### src/rtl/cmac_tap_sequencer.sv
// Tap sequencer for one shared pipelined complex multiplier: issues every tap address
// once per output sample, accumulates the returned I/Q products and presents the result.
module cmac_tap_sequencer #(
    parameter int unsigned TAPS     = 16,
    parameter int unsigned SW       = 25,
    parameter int unsigned CW       = 27,
    parameter int unsigned MULT_LAT = 1,
    parameter int unsigned PW       = SW + CW + 1,
    parameter int unsigned AW       = $clog2(TAPS),
    parameter int unsigned ACC_W    = PW + $clog2(TAPS)
) (
    input  logic             clk,
    input  logic             rst_n,
    input  logic             start_valid,
    output logic             start_ready,
    input  logic             flush,
    output logic [AW-1:0]    tap_addr,
    output logic             mult_issue,
    input  logic [PW-1:0]    pp_i,
    input  logic [PW-1:0]    pp_q,
    output logic [ACC_W-1:0] y_i,
    output logic [ACC_W-1:0] y_q,
    output logic             y_valid,
    input  logic             y_ready,
    output logic             busy
);

    localparam int unsigned DW = $clog2(MULT_LAT + 1);
    localparam int unsigned EW = ACC_W - PW;

    localparam logic [1:0] StIdle  = 2'd0;
    localparam logic [1:0] StIssue = 2'd1;
    localparam logic [1:0] StDrain = 2'd2;
    localparam logic [1:0] StOut   = 2'd3;

    localparam logic [AW-1:0] LastTap = AW'(TAPS - 1);

    logic [1:0]          stateQ, stateD;
    logic [AW-1:0]       tapCntQ, tapCntD;
    logic [DW-1:0]       drainCntQ, drainCntD;
    logic [MULT_LAT-1:0] pipeQ, pipeD;
    logic [ACC_W-1:0]    iAccQ, iAccD;
    logic [ACC_W-1:0]    qAccQ, qAccD;
    logic                clearAcc;
    logic                ppLand;

    assign start_ready = (stateQ == StIdle);
    assign busy        = (stateQ != StIdle);
    assign mult_issue  = (stateQ == StIssue);
    assign y_valid     = (stateQ == StOut);
    assign tap_addr    = mult_issue ? tapCntQ : '0;
    assign y_i         = iAccQ;
    assign y_q         = qAccQ;
    assign ppLand      = pipeQ[MULT_LAT-1];

    always_comb begin
        stateD    = stateQ;
        tapCntD   = tapCntQ;
        drainCntD = drainCntQ;
        clearAcc  = 1'b0;
        case (stateQ)
            StIdle: begin
                if (start_valid) begin
                    clearAcc = 1'b1;
                    tapCntD  = '0;
                    stateD   = StIssue;
                end
            end
            StIssue: begin
                if (tapCntQ == LastTap) begin
                    tapCntD   = '0;
                    drainCntD = DW'(MULT_LAT);
                    stateD    = StDrain;
                end else begin
                    tapCntD = tapCntQ + AW'(1);
                end
            end
            StDrain: begin
                drainCntD = drainCntQ - DW'(1);
                if (drainCntQ == DW'(1)) begin
                    stateD = StOut;
                end
            end
            StOut: begin
                if (y_ready) begin
                    stateD = StIdle;
                end
            end
            default: stateD = StIdle;
        endcase
        // Abort wins over any handshake; accumulator contents are simply abandoned.
        if (flush) begin
            stateD    = StIdle;
            tapCntD   = '0;
            drainCntD = '0;
            clearAcc  = 1'b0;
        end
    end

    always_comb begin
        pipeD = '0;
        if (!flush) begin
            pipeD[0] = mult_issue;
            for (int i = 1; i < int'(MULT_LAT); i++) begin
                pipeD[i] = pipeQ[i-1];
            end
        end
    end

    always_comb begin
        iAccD = iAccQ;
        qAccD = qAccQ;
        if (clearAcc) begin
            iAccD = '0;
            qAccD = '0;
        end else if (ppLand && !flush) begin
            iAccD = iAccQ + {{EW{pp_i[PW-1]}}, pp_i};
            qAccD = qAccQ + {{EW{pp_q[PW-1]}}, pp_q};
        end
    end

    always_ff @(posedge clk or negedge rst_n) begin
        if (!rst_n) begin
            stateQ    <= StIdle;
            tapCntQ   <= '0;
            drainCntQ <= '0;
            pipeQ     <= '0;
            iAccQ     <= '0;
            qAccQ     <= '0;
        end else begin
            stateQ    <= stateD;
            tapCntQ   <= tapCntD;
            drainCntQ <= drainCntD;
            pipeQ     <= pipeD;
            iAccQ     <= iAccD;
            qAccQ     <= qAccD;
        end
    end

endmodule
### config.mk
export PLATFORM = sky130hd
export DESIGN_NAME = cmac_tap_sequencer
export DESIGN_NICKNAME = d
export VERILOG_FILES = /design/src/rtl/cmac_tap_sequencer.sv
export SDC_FILE = /design/constraint.sdc
export NUM_CORES = 1
export LEC_CHECK = 0
export CAP_MARGIN = 20
export CORE_MARGIN = 5
export CORE_UTILIZATION = 40
export CTS_CLUSTER_DIAMETER = 40
export DETAILED_ROUTE_END_ITERATION = 12
export PLACE_DENSITY_LB_ADDON = 0.08
export REMOVE_ABC_BUFFERS = 1
export SLEW_MARGIN = 0
export SYNTH_ARGS = -nofsm -noshare
export SYNTH_HDL_FRONTEND = slang
export SYNTH_SLANG_ARGS = --single-unit
### constraint.sdc
create_clock -name clk -period 2.8 [get_ports clk]
set_clock_uncertainty 0.05 [all_clocks]
set_input_delay 0.42 -clock clk [delete_from_list [all_inputs] [get_ports clk]]
set_output_delay 0.42 -clock clk [all_outputs]
set_load 0.01 [all_outputs]
==> results.ini, run 1 <==
[outcome]
status=finished, violations left
violations=negative setup slack

[die]
die_h_um=177
initial_core_util_pct=40.5
coreArea_um2=27700
io_pins=233
die_w_um=177
die-area_um2=31500
row_count=61

[routing]
wl_met3_um=1890
drt-total-wl_um=41200
wire_per_inst_um=16.9
vias_per_cell=5.29
routed-wl-met2_um=19500
drcViolationCount=0
wl_met1_um=18500
drtIter0Drc=698
routed.top_layer=met4
vias=12900
firstDrtPassIters=6
ant_nets=0

[timing]
fin_crit_sh_pct=114
tightest_slew_ps=678
rsz0062_at_grt=yes
min_period_ps=3190
drv_slew=0
slew-limit-headroom_pct=54.5
timing.fmax_mhz=314
finalWorstSetupSlack_ps=-386
hold_slack_ps=394
hold_violations=0
finalSetupViolations=41

[global_route]
antenna_found_initial=0
first_global_vias=13100
grt_start_max_net_pins=48
grt_overflow=0
grt_pass1_wl_um=65300
grt_use_total_pct=25.4

[cells_and_area]
fillers=2290
nets=2281
ff_latch_area_um2=3050
syn2layout_area_growth_pct=70.1
layout-drive-gt1-share_pct=32.7
fin_cells=2442
multi_input_area_um2=8870
antenna_cells=0

[placed_design]
dp.cells=2373
dp_slack_ps=-1060
gp_congestion=0.926
portBuffers=232
dp_hpwl_um=30900

[power]
seqPwrFrac_pct=16.2
vdd_drop_max_mv=0.394
fin_total_pwr_mw=17.6
power_density_nw_per_um2=923
p_comb_share_pct=71.0
clkPwrFrac_pct=12.8
swShare_pct=41.7
p_leak_nw=9.25
power_switching_mw=7.34
intPower_mw=10.3

[synthesis]
synth_area_per_cell_um2=7.94
yosys.cell_types.count=77
yosys_warnings=0
syn_inst=1412
synthTopCellsByArea=dfrtp_1 27%, ha_1 13%, a21oi_1 8.0%
synthTopCellsByCount=210 x nand2_1, 179 x a21oi_1, 122 x dfrtp_1
yosysTopAreaCellShare_pct=27.2
synth_seq_cells=122
yosysMostFrequentCell=nand2_1
synth_edf_count=0
synth_top_cell_by_area=dfrtp_1
ys_seq_area_share_pct=27.2
synth_area_um2=11200
synthArstFlopShare_pct=100
synth_top_flop_cell=dfrtp_1

[clock_tree]
clkTransAtPathRegs_ps=70
cts_made_buffers=17
cts_tree=built
cts_max_path_buffers=2
cts_sinks=122
clk_latency_ps=430
clockRootBuffer=clkbuf_16
htreeDepth=4

[worst_setup_path]
cp-startpoint=y_q[5]$_DFFE_PN0P_
slowest_delay_ps=420
crit_top_cell=nor3_2
arrival_ps=3480
crit_family=simple AND/OR/NAND/NOR gates
start_kind=register
worst_path_max_delay_cell=nor4_4
worstSetupPathType=reg -> reg
cp_num_buf_inv=1
cp_max_fo=3
cp.required_ps=3090
crit_path_end_kind=register
path_cells=ha_4 -> a21o_1 -> nor3_2 -> buf_4 -> a211oi_4 -> nor4_4 -> nor3_2 -> a211oi_2 -> and4b_4 -> o31ai_4 -> xnor2_1 -> or3_1 -> a21oi_2
reg2reg_from=y_q[5]$_DFFE_PN0P_

[hold_path]
min_from=pp_i[0]
hp-class=in -> reg

[run]
maxCapViolations=0

-- area by class of cell --
type | instances | area share (%)
multi-input cells | 1175 | 46.5
flip-flops and latches | 122 | 16.0
clock inverters | 14 | 0.728
clock buffers | 18 | 2.30
well taps | 378 | 2.48
inverters | 43 | 0.846
repair buffers | 692 | 31.1
-- worst paths after layout --
kind | endpoint | slack, ps | cells past startpoint
max | y_q[56]$_DFFE_PN0P_ | -390 | 13
min | y_i[0]$_DFFE_PN0P_ | 390 | 4
max reg2reg | y_q[56]$_DFFE_PN0P_ | -390 | 13
min reg2reg | tapCntQ[3]$_DFFE_PN0P_ | 460 | 1
max in group asynchronous | y_q[49]$_DFFE_PN0P_ | 1550 | 3
min in group asynchronous | y_i[1]$_DFFE_PN0P_ | 470 | 2
-- what timing repair did --
action / CTS / global route
hold endpoints to repair: 32 / 0
gates resized for setup: 150 / 129
hold buffers: 1 / 0
setup endpoints to repair: 63 / 69
cloned: 0 / 0
pin swaps: 118 / 88
buffers inserted: 24 / 22
-- stage by stage --
step                instance area (um2)  utilization, %  setup TNS (ps)
floorplan                         10900               -         -113240
global placement                  17000            61.4          -48910
detailed placement                17000            61.4          -52690
CTS                               18300            66.1           -4710
global route                      19100            68.8          -11500
finish                            19100            68.8           -5460
-- power by group through the flow --
stage / clock [mW] / combinational (mW) / sequential, mW
final: 2.25 / 12.5 / 2.85
after global routing: 2.37 / 13.5 / 2.91
after CTS: 2.29 / 11.7 / 2.82
after detailed placement: 0 / 10.9 / 2.82
after global placement: 0 / 10.8 / 2.80
after floorplan: 0 / 5.06 / 3.08
-- cell usage in the layout, fill, tap and decap left out, drive strengths merged, types with 8 or more instances in the layout --
cell	n
nor3	12
nand2b	17
clkbuf	18
dlymetal6s2s	10
a21o	84
or3	8
o21a	11
clkdlybuf4s50	208
xor2	43
nand4	25
dlygate4sd2	13
o21bai	20
nand3	41
nand2	210
inv	48
buf	460
xnor2	54
and3	17
nor2	62
dfrtp	122
a21oi	181
ha	117
and2	12
a31oi	15
o21ai	121
a211oi	13
nor2b	19
-- state kept, by name, indices dropped and copies added, names as in the netlist --
name       count
tapCntQ        4
stateQ         2
pipeQ          1
y_i           57
drainCntQ      1
y_q           57
-- layer usage --
metal | vias to the layer above | track usage, %
met5 | - | 0
met4 | 0 | 8.99
met3 | 77 | 3.47
met2 | 348 | 42.7
met1 | 6085 | 33.5
li1 | 6405 | -
-- cells by family (layout without fill, tap and decap cells) --
group / Yosys count / count (layout) / synth area share (%)
AO/OA/AOI/OAI: 508 / 508 / 28.5
AND/OR/NAND/NOR: 447 / 447 / 18.8
flip-flops: 122 / 122 / 27.2
adder cells (fa/ha/maj): 119 / 119 / 13.4
buffers and inverters: 115 / 767 / 4.03
XOR/XNOR: 97 / 97 / 7.58
multiplexers: 4 / 4 / 0.357
-- worst min-delay path, delay by kind of cell --
family                   cells  cell delay (ps)
adder cells (fa/ha/maj)      1              160
AO/OA/AOI/OAI                1              120
buffers and inverters        1               90
AND/OR/NAND/NOR              1               40
No activity file was read; power rests on OpenSTA's default activity.
==> inputs of run 2 (changes only) <==
Settings changed: HOLD_SLACK_MARGIN set to 0.05, RECOVER_POWER set to 50.
==> run 2 against run 1 <==
  * The run still ends with negative setup slack left
  * Via count is 0.17% lower
  * Non-clock buffer count stayed put
  * Largest cell class unchanged
  * Fmax hardly changed
  * Worst setup slack hardly changed
  * Largest power group unchanged
  * Sequential share of layout area hardly changed
  * Global-route usage stayed put
  * Sequential power hardly changed
==> results.ini, run 2 (synthesis gave the netlist of run 1 again) <==
[timing]
tightest_slew_ps=1030  ; +355 ps
drv_slew=0  ; unchanged
hold_slack_ps=394  ; +0.409 ps
timing.fmax_mhz=314  ; about the same
min_period_ps=3190  ; -0.0190 ps
finalWorstSetupSlack_ps=-386  ; +0.0190 ps
setup_tns_ps=-5540  ; -79.5 ps
slew-limit-headroom_pct=31.1  ; -23 points
fin_crit_sh_pct=114  ; about the same
hold_violations=0  ; unchanged
finalSetupViolations=41  ; unchanged
rsz0062_at_grt=yes

[global_route]
grt_overflow=0  ; unchanged
grt_start_max_net_pins=48  ; unchanged
first_global_vias=13100  ; unchanged
grt_use_total_pct=25.4  ; unchanged
grt_pass1_wl_um=65300  ; unchanged
antenna_found_initial=0  ; unchanged

[die]
io_pins=233  ; unchanged
die_w_um=177  ; unchanged
coreArea_um2=27700  ; unchanged
initial_core_util_pct=40.5  ; unchanged
row_count=61  ; unchanged
die_h_um=177  ; unchanged
die-area_um2=31500  ; unchanged

[worst_setup_path]
rr_worst_depth=13  ; unchanged
worst_path_max_delay_cell=dfrtp_1
cp.required_ps=3090  ; about the same
path_cells=ha_4 -> a21o_1 -> nor3_2 -> buf_4 -> a211oi_4 -> nor4_4 -> nor3_2 -> a211oi_2 -> and4b_4 -> o31ai_4 -> xnor2_1 -> or3_1 -> a21oi_2
worstReg2RegEnd=y_q[56]$_DFFE_PN0P_
crit_family=simple AND/OR/NAND/NOR gates
reg2reg_from=y_q[5]$_DFFE_PN0P_
start_kind=register
slowest_delay_ps=410  ; about the same
crit_path_end_kind=register
r2r_slack_ps=-390  ; about the same
cp_max_fo=3  ; unchanged
cp_num_buf_inv=1  ; unchanged
arrival_ps=3480  ; about the same
worstSetupPathType=reg -> reg
crit_top_cell=nor3_2

[routing]
drt-total-wl_um=41300  ; +0.17%
wire_per_inst_um=16.9  ; +0.17%
vias=12900  ; -0.17%
drtIter0Drc=737  ; +5.6%
firstDrtPassIters=5  ; -1
ant_nets=0  ; unchanged
vias_per_cell=5.28  ; -0.17%
drcViolationCount=0  ; unchanged

[cells_and_area]
layout-drive-gt1-share_pct=32.6  ; -0.15 points
final_common_cell=buf_4
nets=2281  ; unchanged
layout_common_cells=432 x buf_4, 203 x nand2_1, 178 x clkdlybuf4s50_1
syn2layout_area_growth_pct=69.9
final_cell_area_um2=19000  ; -0.15%
fillers=2293  ; +0.13%
antenna_cells=0  ; unchanged

[clock_tree]
clk_latency_ps=430  ; about the same
clkTransAtPathRegs_ps=70  ; about the same
cts_made_buffers=17  ; unchanged
htreeDepth=4  ; unchanged
cts_max_path_buffers=2  ; unchanged
cts_sinks=122  ; unchanged
clockRootBuffer=clkbuf_16
cts_tree=built

[placed_design]
placed_area_um2=17000  ; unchanged
dp_hpwl_um=30900  ; unchanged
dp_slack_ps=-1060  ; unchanged
portBuffers=232  ; unchanged
gp_congestion=0.926  ; unchanged

[power]
power_switching_mw=7.35  ; about the same
swShare_pct=41.9  ; +0.15 points
seqPwrFrac_pct=16.2  ; about the same
p_comb_share_pct=70.9  ; about the same
power_density_nw_per_um2=921  ; -0.17%
clkPwrFrac_pct=12.9  ; about the same
fin_total_pwr_mw=17.5  ; -0.32%
vdd_drop_max_mv=0.394  ; about the same
p_leak_nw=9.31  ; +0.67%
intPower_mw=10.2  ; -0.58%

[outcome]
violations=negative setup slack
status=finished, violations left

[run]
maxCapViolations=0  ; unchanged

[hold_path]
hp-class=in -> reg
whs_endpoint=y_i[0]$_DFFE_PN0P_
hold_depth=4  ; unchanged
min_from=pp_i[0]

-- run 2: cell types whose count changed in the layout (fill, tap and decap cells not counted), sizes merged --
cell,delta
buf,-4
clkdlybuf4s50,-30
dlygate4sd3,+30
clkbuf,+4
-- run 2: repair_timing --
action,in CTS,in global routing
gates resized for setup,150,129
buffers inserted,24,22
hold buffers,1,0
pin swaps,118,88
endpoints found under the hold margin,32,0
endpoints found under the setup margin,63,69
-- run 2: area by class of cell --
type / count / area (um2) / area share (%)
clock buffers: 18 / 439 / 2.31
clock inverters: 14 / 139 / 0.729
inverters: 43 / 161 / 0.848
multi-input cells: 1175 / 8870 / 46.6
flip-flops and latches: 122 / 3050 / 16.0
well taps: 378 / 473 / 2.48
repair buffers: 692 / 5910 / 31.0
-- run 2: how the worst max path moves through the flow --
stage,depth (start not counted),start,end,slack (ps)
final,13,y_q[5]$_DFFE_PN0P_,y_q[56]$_DFFE_PN0P_,-390
after global routing,14,y_q[0]$_DFFE_PN0P_,y_q[56]$_DFFE_PN0P_,-490
after CTS,14,y_q[0]$_DFFE_PN0P_,y_q[56]$_DFFE_PN0P_,-340
after detailed placement,15,pp_i[0],y_i[56]$_DFFE_PN0P_,-1060
after global placement,17,pp_i[0],y_i[50]$_DFFE_PN0P_,-980
after floorplan,5,flush,y_i[49]$_DFFE_PN0P_,-1930
-- run 2: layer usage --
layer  up-vias  routed length (um)  GRT usage [%]
li1       6401                   -              -
met3        78                1810           3.47
met5         -                   0              0
met1      6062               18700           33.5
met4         0                1330           8.99
met2       352               19400           42.7
-- run 2: per-stage QoR --
step	util, %	std cells
detailed placement	61.4	2373
global placement	61.4	2373
global route	68.7	2442
finish	68.7	2442
floorplan	-	1340
CTS	66.1	2424
-- run 2: worst min-delay path: cells and delay by family --
| family | cells | cell delay [ps] |
|---|---|---|
| adder cells (fa/ha/maj) | 1 | 160 |
| AO/OA/AOI/OAI | 1 | 120 |
| AND/OR/NAND/NOR | 1 | 40 |
| buffers and inverters | 1 | 90 |
-- run 2: power by group through the flow --
| stage | sequential, mW | combinational, mW | clock, mW |
|---|---|---|---|
| after floorplan | 3.08 | 5.06 | 0 |
| after global placement | 2.80 | 10.8 | 0 |
| after detailed placement | 2.82 | 10.9 | 0 |
| after CTS | 2.82 | 11.7 | 2.29 |
| after global routing | 2.91 | 13.5 | 2.37 |
| final | 2.84 | 12.4 | 2.26 |
